File: src/rtl/int_fixed_point_div_seq_pkg.sv
// -----------------------------------------------------------------------------
// fixed_point_pkg
// Shared constants, state encoding and helpers for the sequential
// integer / decimal-fixed-point divider (int_fixed_point_div_seq).
// A fixed-point value is fixed_X + fixed_Y/100000.
// -----------------------------------------------------------------------------
package fixed_point_pkg;

    localparam int INT_W  = 21;   // integer dividend / quotient width
    localparam int X_W    = 10;   // divisor integer part width
    localparam int Y_W    = 18;   // divisor fraction width (1e-5 units)
    localparam int NUM_W  = 37;   // |int_in| * FP_SCALE
    localparam int DEN_W  = 28;   // fixed_X * FP_SCALE + fixed_Y
    localparam int FRAC_W = 17;   // fraction digits 0..99999

    localparam logic [16:0] FP_SCALE = 17'd100000;
    localparam logic [20:0] INT_MAX  = 21'd1048575;

    // Step counter terminal values (count starts at 0)
    localparam logic [5:0] INT_LAST  = 6'd36;
    localparam logic [5:0] FRAC_LAST = 6'd16;

    typedef enum logic [2:0] {
        IDLE = 3'd0,
        PREP = 3'd1,
        INT  = 3'd2,
        FRAC = 3'd3,
        FIN  = 3'd4
    } div_state_t;

    // Magnitude of a two's-complement divisor
    function automatic logic [DEN_W-1:0] den_magnitude(input logic [DEN_W-1:0] d);
        den_magnitude = d[DEN_W-1] ? (~d + 28'd1) : d;
    endfunction

endpackage

File: src/rtl/int_fixed_point_div_seq_step.sv
// -----------------------------------------------------------------------------
// restoring_div_step
// One combinational restoring-division step: shift the partial remainder left
// by one bit, trial-subtract the divisor and emit the quotient bit.
// Ports:
//   rem_in  : partial remainder, always < den
//   bit_in  : next dividend bit (MSB first)
//   den     : divisor magnitude
//   rem_out : updated partial remainder, < den
//   q_bit   : quotient bit produced by this step
// -----------------------------------------------------------------------------
module restoring_div_step
    import fixed_point_pkg::*;
(
    input  logic [DEN_W-1:0] rem_in,
    input  logic             bit_in,
    input  logic [DEN_W-1:0] den,
    output logic [DEN_W-1:0] rem_out,
    output logic             q_bit
);

    logic [DEN_W:0]   shifted_s;
    logic [DEN_W-1:0] diff_s;

    // Shift, trial subtract and restore
    always_comb begin
        shifted_s = {rem_in, bit_in};
        // True difference is < den, so the low DEN_W bits hold it exactly
        diff_s    = shifted_s[DEN_W-1:0] - den;
        if (shifted_s >= {1'b0, den}) begin
            q_bit   = 1'b1;
            rem_out = diff_s;
        end else begin
            q_bit   = 1'b0;
            rem_out = shifted_s[DEN_W-1:0];
        end
    end

endmodule

File: src/rtl/int_fixed_point_div_seq.sv
// -----------------------------------------------------------------------------
// int_fixed_point_div_seq
// Serial signed divider: int_in / (fixed_X + fixed_Y/100000), one restoring
// step per clock. Returns a truncated, saturated integer quotient and, when
// the macro INT_FIXED_POINT_DIV_FRAC_EN is defined, a 5-digit decimal
// fraction (otherwise frac_out is 0 and latency is 39 cycles instead of 56).
// Ports:
//   clock, reset          : clock, synchronous active-high reset
//   start                 : request, sampled only in IDLE
//   int_in/fixed_X/fixed_Y: operands, captured in PREP
//   busy, done            : operation in progress / one-cycle result strobe
//   int_out, frac_out     : signed quotient, fraction magnitude
//   quot_neg, overflow,
//   div_zero              : result sign, saturation flag, zero divisor flag
// -----------------------------------------------------------------------------
module int_fixed_point_div_seq #(
    parameter int INT_W = 21,
    parameter int X_W   = 10,
    parameter int Y_W   = 18
) (
    input  logic             clock,
    input  logic             reset,
    input  logic             start,
    input  logic [INT_W-1:0] int_in,
    input  logic [X_W-1:0]   fixed_X,
    input  logic [Y_W-1:0]   fixed_Y,
    output logic             busy,
    output logic             done,
    output logic [INT_W-1:0] int_out,
    output logic [16:0]      frac_out,
    output logic             quot_neg,
    output logic             overflow,
    output logic             div_zero
);
    import fixed_point_pkg::NUM_W;
    import fixed_point_pkg::DEN_W;
    import fixed_point_pkg::FRAC_W;
    import fixed_point_pkg::FP_SCALE;
    import fixed_point_pkg::INT_MAX;
    import fixed_point_pkg::INT_LAST;
    import fixed_point_pkg::FRAC_LAST;
    import fixed_point_pkg::div_state_t;
    import fixed_point_pkg::IDLE;
    import fixed_point_pkg::PREP;
    import fixed_point_pkg::INT;
    import fixed_point_pkg::FRAC;
    import fixed_point_pkg::FIN;
    import fixed_point_pkg::den_magnitude;

    div_state_t       state_r, state_n;
    logic [NUM_W-1:0] num_r;      // dividend shifted out MSB first; holds Q afterwards
    logic [DEN_W-1:0] den_r;
    logic [DEN_W-1:0] rem_r;
    logic [5:0]       cnt_r;
    logic             sign_r;     // sign(int_in) ^ sign(D)
    logic             in_neg_r;   // sign(int_in), used for zero divisor
    logic             dz_r;

    logic [DEN_W-1:0] x_ext_s, y_ext_s, den_s, den_mag_s;
    logic             den_zero_s;
    logic [INT_W-1:0] int_mag_s;
    logic [NUM_W-1:0] num_s;
    logic             step_bit_s, step_q_s;
    logic [DEN_W-1:0] step_rem_s;

    logic [FRAC_W-1:0] frac_s;
    logic              res_neg_s;
    logic [INT_W-1:0]  sat_pos_s, sat_neg_s, q_low_s;
    logic [INT_W-1:0]  fin_int_s;
    logic [FRAC_W-1:0] fin_frac_s;
    logic              fin_neg_s, fin_ovf_s;

`ifdef INT_FIXED_POINT_DIV_FRAC_EN
    logic [FRAC_W-1:0]       frac_sh_r;   // low dividend bits in, fraction bits out
    logic [DEN_W+FRAC_W-1:0] frac_seed_s; // R * FP_SCALE
`endif

    // Operand conditioning: signed divisor and scaled dividend magnitude
    always_comb begin
        x_ext_s    = {{(DEN_W-X_W){fixed_X[X_W-1]}}, fixed_X};
        y_ext_s    = {{(DEN_W-Y_W){fixed_Y[Y_W-1]}}, fixed_Y};
        den_s      = x_ext_s * DEN_W'(FP_SCALE) + y_ext_s;
        den_mag_s  = den_magnitude(den_s);
        den_zero_s = (den_s == {DEN_W{1'b0}});
        if (int_in[INT_W-1]) begin
            int_mag_s = ~int_in + INT_W'(1'b1);
        end else begin
            int_mag_s = int_in;
        end
        num_s = NUM_W'(int_mag_s) * NUM_W'(FP_SCALE);
    end

    // Select the dividend bit fed to the shared step
    always_comb begin
`ifdef INT_FIXED_POINT_DIV_FRAC_EN
        if (state_r == FRAC) begin
            step_bit_s = frac_sh_r[FRAC_W-1];
        end else begin
            step_bit_s = num_r[NUM_W-1];
        end
        // Since R < |D| and FP_SCALE < 2^17, R*FP_SCALE >> 17 is already < |D|:
        // it seeds the remainder so only 17 steps are needed.
        frac_seed_s = (DEN_W+FRAC_W)'(step_rem_s) * (DEN_W+FRAC_W)'(FP_SCALE);
`else
        step_bit_s = num_r[NUM_W-1];
`endif
    end

    restoring_div_step u_step (
        .rem_in  (rem_r),
        .bit_in  (step_bit_s),
        .den     (den_r),
        .rem_out (step_rem_s),
        .q_bit   (step_q_s)
    );

    // Final sign, saturation and zero-divisor handling
    always_comb begin
`ifdef INT_FIXED_POINT_DIV_FRAC_EN
        frac_s = frac_sh_r;
`else
        frac_s = 17'd0;
`endif
        // A zero result is reported as non-negative
        res_neg_s  = sign_r & ~((num_r == {NUM_W{1'b0}}) & (frac_s == 17'd0));
        sat_pos_s  = INT_W'(INT_MAX);
        sat_neg_s  = ~sat_pos_s + INT_W'(1'b1);
        q_low_s    = num_r[INT_W-1:0];
        fin_int_s  = q_low_s;
        fin_frac_s = frac_s;
        fin_neg_s  = res_neg_s;
        fin_ovf_s  = 1'b0;
        if (dz_r) begin
            fin_int_s  = in_neg_r ? sat_neg_s : sat_pos_s;
            fin_frac_s = 17'd0;
            fin_neg_s  = in_neg_r;
        end else if (num_r > NUM_W'(INT_MAX)) begin
            fin_int_s  = res_neg_s ? sat_neg_s : sat_pos_s;
            fin_ovf_s  = 1'b1;
        end else begin
            fin_int_s  = res_neg_s ? (~q_low_s + INT_W'(1'b1)) : q_low_s;
        end
    end

    // State register
    always_ff @(posedge clock) begin
        if (reset) begin
            state_r <= IDLE;
        end else begin
            state_r <= state_n;
        end
    end

    // Next-state logic
    always_comb begin
        state_n = state_r;
        case (state_r)
            IDLE: begin
                if (start) state_n = PREP;
                else       state_n = IDLE;
            end
            PREP: begin
                if (den_zero_s) state_n = FIN;
                else            state_n = INT;
            end
            INT: begin
                if (cnt_r == INT_LAST) begin
`ifdef INT_FIXED_POINT_DIV_FRAC_EN
                    state_n = FRAC;
`else
                    state_n = FIN;
`endif
                end else begin
                    state_n = INT;
                end
            end
`ifdef INT_FIXED_POINT_DIV_FRAC_EN
            FRAC: begin
                if (cnt_r == FRAC_LAST) state_n = FIN;
                else                    state_n = FRAC;
            end
`endif
            FIN:     state_n = IDLE;
            default: state_n = IDLE;
        endcase
    end

    // Datapath registers and registered outputs
    always_ff @(posedge clock) begin
        if (reset) begin
            num_r    <= {NUM_W{1'b0}};
            den_r    <= {DEN_W{1'b0}};
            rem_r    <= {DEN_W{1'b0}};
            cnt_r    <= 6'd0;
            sign_r   <= 1'b0;
            in_neg_r <= 1'b0;
            dz_r     <= 1'b0;
            busy     <= 1'b0;
            done     <= 1'b0;
            int_out  <= {INT_W{1'b0}};
            frac_out <= 17'd0;
            quot_neg <= 1'b0;
            overflow <= 1'b0;
            div_zero <= 1'b0;
`ifdef INT_FIXED_POINT_DIV_FRAC_EN
            frac_sh_r <= 17'd0;
`endif
        end else begin
            done <= 1'b0;
            case (state_r)
                IDLE: begin
                    if (start) busy <= 1'b1;
                end
                PREP: begin
                    num_r    <= num_s;
                    den_r    <= den_mag_s;
                    rem_r    <= {DEN_W{1'b0}};
                    cnt_r    <= 6'd0;
                    sign_r   <= int_in[INT_W-1] ^ den_s[DEN_W-1];
                    in_neg_r <= int_in[INT_W-1];
                    dz_r     <= den_zero_s;
                end
                INT: begin
                    rem_r <= step_rem_s;
                    num_r <= {num_r[NUM_W-2:0], step_q_s};
                    cnt_r <= cnt_r + 6'd1;
`ifdef INT_FIXED_POINT_DIV_FRAC_EN
                    if (cnt_r == INT_LAST) begin
                        rem_r     <= frac_seed_s[DEN_W+FRAC_W-1:FRAC_W];
                        frac_sh_r <= frac_seed_s[FRAC_W-1:0];
                        cnt_r     <= 6'd0;
                    end
`endif
                end
`ifdef INT_FIXED_POINT_DIV_FRAC_EN
                FRAC: begin
                    rem_r     <= step_rem_s;
                    frac_sh_r <= {frac_sh_r[FRAC_W-2:0], step_q_s};
                    cnt_r     <= cnt_r + 6'd1;
                end
`endif
                FIN: begin
                    int_out  <= fin_int_s;
                    frac_out <= fin_frac_s;
                    quot_neg <= fin_neg_s;
                    overflow <= fin_ovf_s;
                    div_zero <= dz_r;
                    busy     <= 1'b0;
                    done     <= 1'b1;
                end
                default: begin
                    busy <= 1'b0;
                end
            endcase
        end
    end

endmodule
File: config.mk
export PLATFORM = sky130hd
export DESIGN_NAME = int_fixed_point_div_seq
export DESIGN_NICKNAME = d
export VERILOG_FILES = /design/src/rtl/int_fixed_point_div_seq_pkg.sv /design/src/rtl/int_fixed_point_div_seq_step.sv /design/src/rtl/int_fixed_point_div_seq.sv
export SDC_FILE = /design/constraint.sdc
export NUM_CORES = 1
export LEC_CHECK = 0
export CORE_AREA = 3 3 193 195
export CTS_CLUSTER_SIZE = 20
export DETAILED_ROUTE_END_ITERATION = 8
export DIE_AREA = 0 0 196 198
export PLACE_DENSITY = 0.66
export SLEW_MARGIN = 20
export SYNTH_ARGS = -nofsm -noshare
export SYNTH_HDL_FRONTEND = slang
export SYNTH_SLANG_ARGS = --single-unit
export TNS_END_PERCENT = 10
File: constraint.sdc
create_clock -name clock -period 17.05 [get_ports clock]
set_input_delay 2.5575 -clock clock [delete_from_list [all_inputs] [get_ports clock]]
set_output_delay 2.5575 -clock clock [all_outputs]
set_load 0.03 [all_outputs]
; ---- Yosys cells after proc, flatten, opt, wreduce, memory -nomap -nowiden
; Cells that the tools add are included.
[word_totals]
ff_bits = 131
in_bits = 52
output_inout_bits = 43
elab_cells = 64
[classes]
add_sub_neg = 6
n_mul = 2
order_cmp = 2
n_eq_ne = 5
n_mux = 22
n_bitwise = 7
reduce_logical = 6
[ops]
columns = operator, count
row1 = $mux W21, 6
row2 = $pmux W37 S2, 1
row3 = $mux W28, 2
row4 = $pmux W28 S2, 1
row5 = $add A21 B1 Y21 const B, 2
row6 = $not A21 Y21, 2
row7 = $gt A37 B20 Y1 const B, 1
row8 = $logic_not A37 Y1, 1
row9 = $mul A21 B12 Y32 const B, 1
row10 = $ge A29 B28 Y1, 1
row11 = $add A28 B1 Y28 const B, 1
row12 = $add A28 B28 Y28, 1
row13 = $logic_not A28 Y1, 1
row14 = $mul A28 B12 Y23 const B, 1
row15 = $not A28 Y28, 1
row16 = $sub A28 B28 Y28, 1
row17 = $pmux W6 S2, 1
row18 = $pmux W3 S3, 1
row19 = $mux W1, 7
row20 = $add A6 B1 Y6 const B, 1
row21 = $eq A6 B6 Y1 const B, 1
row22 = $mux W3, 2
row23 = $eq A3 B1 Y1 const B, 1
row24 = $eq A3 B2 Y1 const B, 1
row25 = 10 further kinds, 11

; ---- Longest topological paths before layout
; Gate-level depths: netlist of run 1.
[depth]
word_depth = 6
mapped_depth = 27
depth_no_buf = 26

; ---- By module
; From an unflattened synthesis of run 1, not the netlist that was laid out.
[hier_totals]
cells_unflattened = 1905
area_unflattened_um2 = 16025.4
[modules_own_cells]
columns = mod, instances, cells_each, area_each_um2, seq_area_each_um2
row1 = int_fixed_point_div_seq, 1, 1608, 13874.6, 2622.5
row2 = restoring_div_step, 1, 297, 2150.8, 0.0

; ---- Worst setup path after synthesis of run 1
; No wires, ideal clock.
[synth_timing]
path_type = input port to flip-flop
startpoint = input fixed_X[9]
endpoint = register state_r[1]
setup_ns = 0.117
t_arrival_ns = 8.484
t_required_ns = 16.933
path_slack_ns = 8.449
cell_stages = 23
path_buffers = 2
path_cell_list = clkbuf_1 inv_1 fa_1 fa_1 fa_1 inv_1 fa_1 ha_1 nand3_1 a211o_1 a31oi_1 a21o_1 a21oi_1 xnor2_1 ha_1 inv_1 o21ai_0 a21o_1 o41ai_2 xor2_1 clkbuf_1 nand4_1 a22o_1
[synth_between]
elab_chain_cells = 5
[synth_lines]
columns = element, line
row1 = start: declaration, int_fixed_point_div_seq.sv:25  ; input logic [X_W-1:0] fixed_X,
row2 = $mul A28 B12 Y23, int_fixed_point_div_seq.sv:82  ; den_s = x_ext_s * DEN_W'(FP_SCALE) + y_ext_s;
row3 = $add A28 B28 Y28, int_fixed_point_div_seq.sv:82
row4 = $logic_not A28 Y1, int_fixed_point_div_seq.sv:84  ; den_zero_s = (den_s == {DEN_W{1'b0}});
row5 = $mux W3, int_fixed_point_div_seq.sv:163  ; if (den_zero_s) state_n = FIN;
row6 = $pmux W3 S3, int_fixed_point_div_seq.sv:157  ; case (state_r)
row7 = end signal: assignment, int_fixed_point_div_seq.sv:150  ; state_r <= state_n;
row8 = end: declaration, int_fixed_point_div_seq.sv:50  ; div_state_t state_r, state_n;
; No other way between the ends.
; A chain may end at the register's enable or synchronous reset.

; ---- Worst setup path in the final report of run 1
[layout_timing]
startpoint = input fixed_X[9]
endpoint = register den_r[21]
[layout_between]
elab_chain_cells = 5
[layout_lines]
columns = element, line
row1 = $mul A28 B12 Y23 *, int_fixed_point_div_seq.sv:82
row2 = $add A28 B28 Y28 *, int_fixed_point_div_seq.sv:82
row3 = $not A28 Y28, int_fixed_point_div_seq_pkg.sv:33  ; den_magnitude = d[DEN_W-1] ? (~d + 28'd1) : d;
row4 = $add A28 B1 Y28, int_fixed_point_div_seq_pkg.sv:33
row5 = $mux W28 *, int_fixed_point_div_seq_pkg.sv:33
row6 = end signal: assignment, int_fixed_point_div_seq.sv:192  ; den_r <= {DEN_W{1'b0}};
row7 = end signal: assignment, int_fixed_point_div_seq.sv:216  ; den_r <= den_mag_s;
row8 = end: declaration, int_fixed_point_div_seq.sv:52  ; logic [DEN_W-1:0] den_r;
; Mark *: on every way between the ends. The rest lies on a longest branch, timed or not.

==> results of run 1 <==
==> state kept, by name (all words and copies together) (netlist names) <==
name and cells:
num_r 37, den_r 28, rem_r 28, int_out 21, cnt_r 6, state_r 3
busy 1, div_zero 1, done 1, dz_r 1, in_neg_r 1, overflow 1
quot_neg 1, sign_r 1
==> cell families (layout without fill, tap and decap cells) <==
logic type                 after synthesis  after routing
muxes                                   28             28
adders and majority gates              340            340
xor gates and xnor gates               105            105
other                                    1             17
DFF                                    131            131
and+or+nand+nor                        515            515
buffers and inverters                  267            298
AOI/OAI and AO/OA                      543            543
==> per-layer routing <==
layer  vias to the layer above  track usage [%]  share of wire, %
met3                        40             1.65               2.6
met5                         -                0                 0
met1                      6524             28.5                51
met4                         0             4.36               1.2
li1                       6961                -                 -
met2                       242             32.5                45
==> worst max-delay path, delay by kind of cell <==
kind            cells  cell delay, ns
compound gates      8            2.09
xor+xnor            2            0.29
fa+ha+maj           6            2.86
buf+inv             4            1.66
simple gates        2            0.53
==> worst max-delay path by stage <==
stage / startpoint / endpoint / slack, ns / cells after the start
final: fixed_X[9] / den_r[21] / 7.38 / 22
after global routing: fixed_X[9] / den_r[21] / 6.84 / 22
after CTS: fixed_X[9] / den_r[19] / 7.17 / 23
after detailed placement: fixed_X[9] / den_r[14] / 6.77 / 23
after global placement: fixed_X[9] / den_r[14] / 7.05 / 23
after floorplan: fixed_X[9] / state_r[1] / 8.45 / 23
==> per-stage QoR <==
step / utilization, % / instance area (sq um) / hold slack, ns / instances
2_1_floorplan: - / 16000 / 0.432 / 1946
3_3_place_gp: 48.0 / 17100 / 0.441 / 2406
3_5_place_dp: 48.0 / 17100 / 0.448 / 2406
4_1_cts: 49.8 / 17700 / 0.456 / 2438
5_1_grt: 49.8 / 17700 / 0.468 / 2438
6_report: 49.8 / 17700 / 0.452 / 2438
==> cell usage after synthesis (25+ instances only) <==
library cell | instances | area [sq um]
a21oi_1 | 172 | 861
mux2i_1 | 27 | 270
nand3_1 | 37 | 185
fa_1 | 94 | 1880
inv_1 | 178 | 668
ha_1 | 246 | 3080
nand2_1 | 149 | 559
o21ai_0 | 66 | 330
dfxtp_1 | 131 | 2620
o21ai_1 | 38 | 190
a21o_1 | 38 | 285
clkbuf_1 | 57 | 214
nor2_1 | 131 | 492
or3_1 | 25 | 156
a22oi_1 | 39 | 293
xnor2_1 | 81 | 709
nor3_1 | 31 | 155
==> layout make-up <==
type	instances	share of cell area (%)
clock buffers	18	2.42
repair buffers	87	4.76
clock inverters	14	1.13
inverters	179	3.79
multi-input cells	1548	69.8
flip-flops and latches	131	14.8
well taps	461	3.25
==> flow_summary.json, run 1 <==
{
  "holdPathStages": 2,
  "syn_inst": 1930,
  "slowest_delay_ns": 0.97,
  "antenna_found_initial": 0,
  "n_antenna_cell": 0,
  "portBuffers": 77,
  "rows": 69,
  "track_usage_pct": 19.8,
  "drive_gt1_share_pct": 4.10,
  "synth_flop_cell": "dfxtp_1",
  "synthMuxAreaShare_pct": 1.76,
  "drtIter0Drc": 871,
  "path_clk_slew_ns": 0.06,
  "max_freq_mhz": 103,
  "place_ws_ns": 6.77,
  "drc_errors": 0,
  "status": "completed",
  "cpMostUsedCell": "fa_1",
  "final.min_clock_period_ns": 9.67,
  "place.gp.congestion": 0.883,
  "postCtsHoldBufs": 0,
  "finalSetupTns_ns": 0,
  "multiInputGateArea_sq_mm": 0.0124,
  "ys_types": 81,
  "hold_viol_final": 0,
  "numCtsBuffers": 17,
  "end_kind": "flop",
  "rr_startpoint": "den_r[1]",
  "nNetsFinal": 2356,
  "slew_headroom_pct": 30.2,
  "netlist_area_sq_mm": 0.0160,
  "htreeDepth": 4,
  "grt_pass1_wl_mm": 65.3,
  "cts.root.buffer_cell": "clkbuf_16",
  "synthAdderAreaFrac_pct": 31.0,
  "timing.final.crit_share_pct": 56.7,
  "synth_top_family_by_area": "adder cells",
  "finalWorstSetupSlack_ns": 7.38,
  "crit_fanout": 37,
  "grt_pass1_vias": 13200,
  "arrival_ns": 10.01,
  "worst_pin_slew_ns": 1.04,
  "synth_edf_count": 0,
  "yosysWarnings": 0,
  "slew_viol_final": 0,
  "layout_common_cells": "ha_1, inv_1, a21oi_1, nand2_1, dfxtp_1",
  "rrSetupSlack_ns": 13.07,
  "critPathLaunchType": "input port",
  "start_util_pct": 44.9,
  "nFillCells": 3416,
  "io_pins": 95,
  "post_drt_wl_per_cell_um": 15.9,
  "path_class": "in2reg",
  "hold_path_class": "reg2reg",
  "cts_tree": "done",
  "cp_slowest_cell": "clkdlybuf4s50_1",
  "post_cts_buffers": 0,
  "final.setup_skew_ns": 0.0111,
  "required_ns": 17.38,
  "synthXorXnorAreaFrac_pct": 5.76,
  "die-height_um": 198,
  "overflow": 0,
  "synth.avg_cell_area_sq_um": 8.28,
  "grt_start_max_net_pins": 73,
  "synthSimpleGateAreaFrac_pct": 16.0,
  "final_common_cell": "ha_1",
  "maxCapViolations": 0,
  "setup_viol": 0,
  "synth.ff_latch_count": 131,
  "rsz0062_at_grt": "false",
  "fp.dieW_um": 196,
  "drt-vias-per-instance": 5.65,
  "dp_hpwl_mm": 30.7,
  "area_growth_pct": 10.9,
  "via_count": 13800,
  "synthArstFlopShare_pct": 0,
  "yosysSeqAreaShare_pct": 16.4,
  "clockBufferDepth": 2,
  "whs_endpoint": "int_out[9]",
  "coreArea_sq_mm": 0.0356,
  "first_pass_iters": 8,
  "path_cells": "clkdlybuf4s50_1 -> inv_1 -> fa_1 -> fa_1 -> fa_1 -> inv_1 -> fa_1 -> ha_1 -> nand3_1 -> a211oi_1 -> a2111oi_1 -> o31ai_1 -> xor2_1 -> ha_1 -> a21oi_1 -> o21ai_0 -> a21o_1 -> o41ai_2 -> xor2_2 -> buf_4 -> or3_1 -> a311oi_1",
  "cts.sinks": 131,
  "min_from": "int_out[9]",
  "fp.dieArea_sq_mm": 0.0388,
  "cts_resized": 0,
  "ant_nets": 0,
  "r2r_cells": 12,
  "totalWireLength_mm": 38.7,
  "worst_skew_pair.late_latency_ns": 0.43,
  "r2r-end": "rem_r[18]",
  "regArea_sq_mm": 0.00262,
  "synth_compound_area_share_pct": 22.2
}
Power of run 1 is left out: the tool's default activity adds up to more than one toggle a clock period on the data nets, which glitch-free logic cannot reach.
==> inputs of run 2 (changes only) <==
clock period = 9 ns   (was 17.05 ns; I/O delays follow)
==> flow_summary.json, run 2 (synthesis results as in run 1) <==
{
  "track_usage_pct": 19.6,
  "fp.dieW_um": 196,
  "clockBufferDepth": 2,
  "critPathLaunchType": "input port",
  "final.setup_skew_ns": 0.00589,
  "worst_pin_slew_ns": 1.04,
  "die-height_um": 198,
  "layout_common_cells": "ha_1, inv_1, a21oi_1, nand2_1, dfxtp_1",
  "post_cts_buffers": 0,
  "nNetsFinal": 2361,
  "cts_resized": 0,
  "cts.sinks": 131,
  "setup_viol": 0,
  "start_util_pct": 44.9,
  "slew_viol_final": 0,
  "rrSetupSlack_ns": 5.51,
  "ant_nets": 0,
  "place.gp.congestion": 0.906,
  "hold_path_class": "reg2reg",
  "dp_hpwl_mm": 30.6,
  "cp_top_family": "adder cells",
  "cp_slowest_cell": "xor2_2",
  "worst_skew_pair.late_latency_ns": 0.42,
  "crit_fanout": 18,
  "coreArea_sq_mm": 0.0356,
  "totalWireLength_mm": 38.4,
  "drtIter0Drc": 808,
  "drive_gt1_share_pct": 4.34,
  "end_kind": "flop",
  "overflow": 0,
  "holdPathStages": 2,
  "min_from": "int_out[9]",
  "final.min_clock_period_ns": 8.12,
  "io_pins": 95,
  "area_growth_pct": 11.1,
  "grt_pass1_wl_mm": 64.8,
  "maxCapViolations": 0,
  "final_common_cell": "ha_1",
  "post_drt_wl_per_cell_um": 15.7,
  "arrival_ns": 8.38,
  "status": "completed",
  "cpMostUsedCell": "ha_1",
  "portBuffers": 77,
  "cp_num_buf_inv": 3,
  "cts.root.buffer_cell": "clkbuf_16",
  "timing.final.crit_share_pct": 90.3,
  "drt-vias-per-instance": 5.60,
  "rows": 69,
  "whs_endpoint": "int_out[9]",
  "grt_pass1_vias": 13300,
  "rr_startpoint": "num_r[36]",
  "via_count": 13700,
  "required_ns": 9.26,
  "n_antenna_cell": 0,
  "htreeDepth": 4,
  "first_pass_iters": 5,
  "grt_start_max_net_pins": 78,
  "largest_register_ffs": 37,
  "drc_errors": 0,
  "max_freq_mhz": 123,
  "slew_headroom_pct": 30.6,
  "top_register": "num_r",
  "r2r_cells": 13,
  "antenna_found_initial": 0,
  "reg.largest.list": "num_r: 37 flops, den_r: 28 flops, rem_r: 28 flops",
  "path_clk_slew_ns": 0.06,
  "hold_viol_final": 0,
  "fp.dieArea_sq_mm": 0.0388,
  "r2r-end": "rem_r[26]",
  "postCtsHoldBufs": 0,
  "path_class": "in2reg",
  "slowest_delay_ns": 0.69,
  "finalSetupTns_ns": 0,
  "cts_tree": "done",
  "numCtsBuffers": 17,
  "rsz0062_at_grt": "false"
}
==> run 2: cell count changes in the layout (fill, tap and decap cells not counted), sizes merged <==
cell and change:
bufinv -1, buf +5, clkinv -2, clkinvlp +2
clkbuf +1
==> run 2: tightest hold or removal path: stages, from the launching register on <==
cell	delay (ns)
dfxtp_1	0.31
nand2_1	0.05
a21oi_1	0.05
==> run 2: how the worst max path moves through the flow <==
| stage | start | to | cells after the start | slack [ns] |
|---|---|---|---|---|
| floorplan | fixed_X[9] | state_r[1] | 23 | 1.61 |
| global placement | fixed_X[1] | den_r[9] | 25 | 0.67 |
| detailed placement | fixed_X[1] | den_r[8] | 25 | 0.49 |
| CTS | fixed_X[1] | den_r[8] | 25 | 0.91 |
| global route | fixed_X[1] | den_r[9] | 25 | 0.44 |
| finish | fixed_X[1] | den_r[8] | 25 | 0.88 |
==> run 2: per-stage QoR <==
step / util (%) / instances / cell area, sq um / hold slack [ns] / worst slack [ns]
after floorplan: - / 1946 / 16000 / 0.432 / 1.61
final: 49.9 / 2443 / 17800 / 0.452 / 0.876
after global placement: 48.1 / 2411 / 17100 / 0.441 / 0.670
after CTS: 49.9 / 2443 / 17700 / 0.456 / 0.914
after detailed placement: 48.1 / 2411 / 17100 / 0.448 / 0.487
after global routing: 49.9 / 2443 / 17800 / 0.469 / 0.440
==> run 2: routing by layer <==
metal	vias to the layer above	share of wire, %	track usage [%]
met4	0	0.89	4.15
met2	246	46	32.6
met1	6441	50	27.9
met3	31	3.0	1.70
met5	-	0	0
li1	6967	-	-
==> run 2: final cells by class <==
type	count	area, sq um
clock buffer	19	453
tap	461	577
timing repair buffer	92	881
clock inverter	13	174
fill	3419	17800
sequential	131	2620
multi-input combinational	1548	12400
inverter	179	672
Power of run 2 is left out for the same reason.
==> inputs of run 3 (changes only) <==
MAX_ROUTING_LAYER = met4   (was unset)
SKIP_CTS_REPAIR_TIMING = 1   (was unset)
==> flow_summary.json, run 3 (synthesis results as in run 1) <==
{
  "status": "completed",
  "drc_errors": 0,
  "final.min_clock_period_ns": 7.91,
  "rsz0062_at_grt": "false",
  "totalWireLength_mm": 38.2,
  "cts.root.buffer_cell": "clkbuf_16",
  "cts_tree": "done",
  "grt_pass1_wl_mm": 64.9,
  "grt_start_max_net_pins": 76,
  "portBuffers": 77,
  "wl_met1_mm": 19.4,
  "drt-vias-per-instance": 5.63,
  "first_pass_iters": 5,
  "route.top_layer_used": "met4",
  "fp.dieArea_sq_mm": 0.0388,
  "wl_met2_mm": 17.1,
  "antenna_found_initial": 0,
  "final.setup_skew_ns": 0.00636,
  "required_ns": 9.34,
  "dp_hpwl_mm": 30.3,
  "n_antenna_cell": 0,
  "track_usage_pct": 20.1,
  "start_util_pct": 44.9,
  "r2r_cells": 13,
  "slew_headroom_pct": 29.7,
  "path_clk_slew_ns": 0.06,
  "place.gp.congestion": 0.937,
  "overflow": 0,
  "path_class": "in2reg",
  "rrSetupSlack_ns": 5.55,
  "slew_viol_final": 0,
  "reg.largest.list": "num_r: 37 flops, den_r: 28 flops, rem_r: 28 flops",
  "htreeDepth": 4,
  "nNetsFinal": 2360,
  "max_freq_mhz": 126,
  "arrival_ns": 8.26,
  "die-height_um": 198,
  "nFillCells": 3440,
  "largest_register_ffs": 37,
  "holdPathStages": 2,
  "worst_skew_pair.late_latency_ns": 0.42,
  "numCtsBuffers": 17,
  "layout_common_cells": "ha_1, inv_1, a21oi_1, nand2_1, dfxtp_1",
  "drtIter0Drc": 820,
  "coreArea_sq_mm": 0.0356,
  "final_common_cell": "ha_1",
  "hold_path_class": "reg2reg",
  "timing.final.crit_share_pct": 87.9,
  "maxCapViolations": 0,
  "post_drt_wl_per_cell_um": 15.6,
  "fp.dieW_um": 196,
  "crit_fanout": 30,
  "grt_pass1_vias": 13300,
  "io_pins": 95,
  "whs_endpoint": "int_out[9]",
  "rows": 69,
  "setup_viol": 0,
  "ant_nets": 0,
  "worst_pin_slew_ns": 1.05,
  "min_from": "int_out[9]",
  "cts.sinks": 131,
  "via_count": 13800,
  "finalSetupTns_ns": 0,
  "route.met3.wl_mm": 1.25,
  "critPathLaunchType": "input port",
  "area_growth_pct": 11.1,
  "dpl_cell_area_sq_mm": 0.0171,
  "rr_startpoint": "num_r[36]",
  "end_kind": "flop",
  "r2r-end": "rem_r[26]",
  "final_area_sq_mm": 0.0177,
  "hold_viol_final": 0,
  "drive_gt1_share_pct": 4.24,
  "top_register": "num_r",
  "clockBufferDepth": 2
}
==> run 3: cell count changes in the layout (fill, tap and decap cells not counted) <==
cell / delta
bufinv_16: +1
buf_4: -1
clkbuf_1: +1
clkbuf_8: -2
inv_6: +1
inv_8: -1
==> run 3: how the worst max path moves through the flow <==
stage / start / to / slack [ns] / cells after the start
after floorplan: fixed_X[9] / state_r[1] / 1.61 / 23
after global placement: int_in[0] / num_r[36] / 0.85 / 22
after detailed placement: fixed_X[1] / den_r[10] / 0.74 / 25
after CTS: fixed_X[1] / den_r[10] / 1.15 / 25
after global routing: fixed_X[1] / den_r[10] / 0.65 / 25
final: fixed_X[1] / den_r[10] / 1.09 / 25
==> run 3: through the flow <==
| step | hold WS [ns] | std cells | worst slack, ns | util (%) |
|---|---|---|---|---|
| floorplan | 0.432 | 1946 | 1.61 | - |
| global placement | 0.441 | 2410 | 0.853 | 48.1 |
| CTS | 0.457 | 2442 | 1.15 | 49.9 |
| detailed placement | 0.448 | 2410 | 0.745 | 48.1 |
| finish | 0.454 | 2442 | 1.09 | 49.9 |
| global route | 0.475 | 2442 | 0.650 | 49.9 |
==> run 3: critical path, cell delays in order <==
cell             delay [ns]
clkdlybuf4s50_1        0.64
ha_1                   0.29
ha_1                   0.24
fa_1                   0.48
ha_1                   0.31
fa_1                   0.49
ha_1                   0.35
nor2b_1                0.14
o21ai_0                0.10
a21boi_0               0.26
o21ai_0                0.19
a211o_1                0.34
a31oi_1                0.31
a21o_1                 0.16
a21oi_1                0.07
xnor2_1                0.13
ha_1                   0.34
inv_1                  0.11
o21ai_0                0.09
a21o_1                 0.22
o41ai_2                0.48
xor2_2                 0.32
buf_4                  0.36
mux2_1                 0.35
a21oi_1                0.13
==> run 3: layout make-up <==
class	count	area, sq um	share of cell area (%)
Clock inverter	14	201	1.14
Tap cell	461	577	3.25
Timing Repair Buffer	91	873	4.92
Multi-Input combinational cell	1548	12400	69.7
Inverter	179	672	3.79
Clock buffer	18	429	2.42
Sequential cell	131	2620	14.8
==> run 3: layer usage <==
| metal | track usage (%) | up-vias |
|---|---|---|
| li1 | - | 6983 |
| met1 | 28.3 | 6447 |
| met2 | 31.6 | 289 |
| met3 | 1.89 | 36 |
| met4 | 4.57 | 0 |
| met5 | - | - |
Power of run 3 is left out for the same reason.
==> RTL change (flow settings as in run 2) <==
Register the output `frac_out` once more, cleared by the reset; this adds one clock of latency there. The other outputs are not delayed to match. Comments in the files are not updated.
--- a/src/rtl/int_fixed_point_div_seq.sv
+++ b/src/rtl/int_fixed_point_div_seq.sv
@@ -49,2 +49,4 @@
 
+    logic [16:0] frac_s0;
+
     div_state_t       state_r, state_n;
@@ -200,3 +202,3 @@
             int_out  <= {INT_W{1'b0}};
-            frac_out <= 17'd0;
+            frac_s0 <= 17'd0;
             quot_neg <= 1'b0;
@@ -243,3 +245,3 @@
                     int_out  <= fin_int_s;
-                    frac_out <= fin_frac_s;
+                    frac_s0 <= fin_frac_s;
                     quot_neg <= fin_neg_s;
@@ -257,2 +259,10 @@
 
+    always_ff @(posedge clock) begin
+        if (reset) begin
+            frac_out <= '0;
+        end else begin
+            frac_out <= frac_s0;
+        end
+    end
+
 endmodule
Behaviour: no difference found for any inputs over 10 cycles, from zero or initial values and one cycle with reset high; that may be too few to reach the edited logic, so the function may still have changed.
==> RTL change against run 2 <==
Sequential cell count unchanged; routed wire length increased by 1.6%; highest routed layer unchanged; setup slack got worse by 140 ps; final area increased by 0.73%; clock skew increased by 1.5 ps; global-route usage increased by 0.64 points; synthesized cell count increased by 0.10%; count of clock-buffer cells in the layout decreased by 2; area after synthesis increased by 1.0%; critical endpoint is now state_r[1].
Power is left out: the tool's default activity adds up to more than one toggle a clock period on the data nets, which glitch-free logic cannot reach.
==> RTL change: results (changes against run 2) <==
The logs give 0 (unchanged) for the number of setup buffers added after CTS and 8 (+3) for the number of detailed-routing iterations run before antenna repair. The run gives 16.3% (-0.17 points) as the register area share after synthesis. For this run, the leading register cell type out of synthesis is dfxtp_1.

The run gives 30900 um (+0.91%) as the detailed placer's ending HPWL. After synthesis, the cell types taking the most area are ha_1 19%, dfxtp_1 16%, fa_1 12%. The logs give 0 (unchanged) for the count of yosys warnings during synthesis and 0.0173 mm2 (+0.89%) for the placed standard-cell area. The share of final-layout standard cells stronger than drive strength 1 was 5.26% (+0.92 points). After clock tree synthesis, the clock-pin slew on the worst setup and hold paths is 70 ps. The total global-route track usage was 20.2% (+0.64 points); the antenna cell count was 0 (unchanged). The routed length per placed instance was 16.0 um (+1.7%); the share of flip-flops with an asynchronous set or reset after synthesis was 0% (unchanged).

The run finished with clean final reports. The run gives 0 (unchanged) as the antenna violation net count after detailed routing. The buffer levels on the longest clock path is 2 (unchanged), and the number of antenna violations at the first check in global routing is 0 (unchanged). The slowest stage of the critical path is the or4b_2 cell. The tools report the H-tree depth as 4 (unchanged). First-pass GRT wire length: 66800 um (+3.2%). The tools report the distinct cell type count of the synthesized netlist as 95 (+17%). The tools report the number of buffers added by the clock tree synthesis step as 17 (unchanged).

The tightest slew margin relative to the limit is 36.3% (+5.8 points). The tools report the startpoint of the worst setup timing path as fixed_X[1]. In the final layout, the registers with the most flip-flops are num_r: 37 flops, den_r: 28 flops, rem_r: 28 flops.

Arrival time at the worst endpoint: 8550 ps (+170 ps). The count of port buffers added during placement was 77 (unchanged). Insertion delay of the later-clocked pin in the worst-skew pair: 420 ps (about the same). CTS placed an instance of clkbuf_16 at the clock tree root. The number of instances resized during post-cts repair is 0 (unchanged), and the worst slack at placement is 301 ps (-186 ps). The run gives 872 (+7.9%) as the initial DRC count. Sorting the synthesized cells by how often they occur yields 246 x ha_1, 176 x inv_1, 139 x nand2_1. The run gives 3412 (-0.20%) as the count of filler cells inserted in the layout. The via total after detailed routing came out at 14.0k (+2.0%). In this run the worst hold path is classified as reg2reg. The maximum cell stage delay along the critical path works out to 610 ps (-80 ps).

The worst clock skew is 7.43 ps (+1.54 ps). The run gives 0.889 (-1.9%) as the global placer's final weighted congestion. The startpoint identified for the worst register-to-register timing path is den_r[1]. The largest net degree at the start of global routing is 65 (-17%). The maximum fanout along the worst path was 8 (-10).

The startpoint identified for the worst hold timing path is div_zero. The number of nets in the layout is 2358 (-0.13%).
## RTL change: cell count changes in the layout (fill, tap and decap cells not counted), sizes merged, moves of 7 or more
cell and change:
nand3b +7, o21ai +7, o21a -7, nor2 -9, and3 +8, nand2 -10
nor3b +7, a311oi +15, nor3 +18, a211oi -7, o311ai +7, or3 +9
a21oi -57
## RTL change: cell families (layout without fill, tap and decap cells)
group                      Yosys count  after routing  share of synthesized area (%)
AOI/OAI and AO/OA                  494            494                           20.5
xor gates and xnor gates           100            100                           5.43
adders and majority gates          340            340                           30.7
buffers and inverters              273            304                           6.91
DFF                                131            131                           16.3
muxes                               32             32                           2.01
other                                1             17                         0.0232
and+or+nand+nor                    561            561                           18.1
## RTL change: final timing paths
check                                  end  slack, ps  cells after the start
worst min-delay path              div_zero        450                      2
worst min register to register    div_zero        450                      2
worst max-delay path            state_r[1]        730                     25
worst max register to register    rem_r[0]       5170                     12
## RTL change: cell type report
cell class              count  area, um2  share of cell area, %
repair buffers             96        911                   5.09
multi-input cells        1544      12500                   69.9
well taps                 461        577                   3.23
inverters                 176        661                   3.69
clock buffers              17        425                   2.38
flip-flops and latches    131       2620                   14.7
clock inverters            15        179                   1.00
## RTL change: stage by stage
step	utilization [%]	instances	hold WS [ps]
6_report	50.3	2440	455
5_1_grt	50.3	2440	471
4_1_cts	50.3	2440	456
3_5_place_dp	48.6	2408	447
3_3_place_gp	48.6	2408	448
2_1_floorplan	-	1948	432
## RTL change: routing by layer
layer  global-route usage [%]  share of wire [%]
met2                     32.7                 45
met1                     29.3                 51
met4                     4.52                1.2
met5                        0                  0
met3                     1.97                3.0
## RTL change: worst max-delay path: cells and delay by family
family	cells	cell delay, ps
buffers and inverters	1	530
adder cells (fa/ha/maj)	7	2480
XOR/XNOR	1	100
AND/OR/NAND/NOR	9	2900
AO/OA/AOI/OAI	7	1190
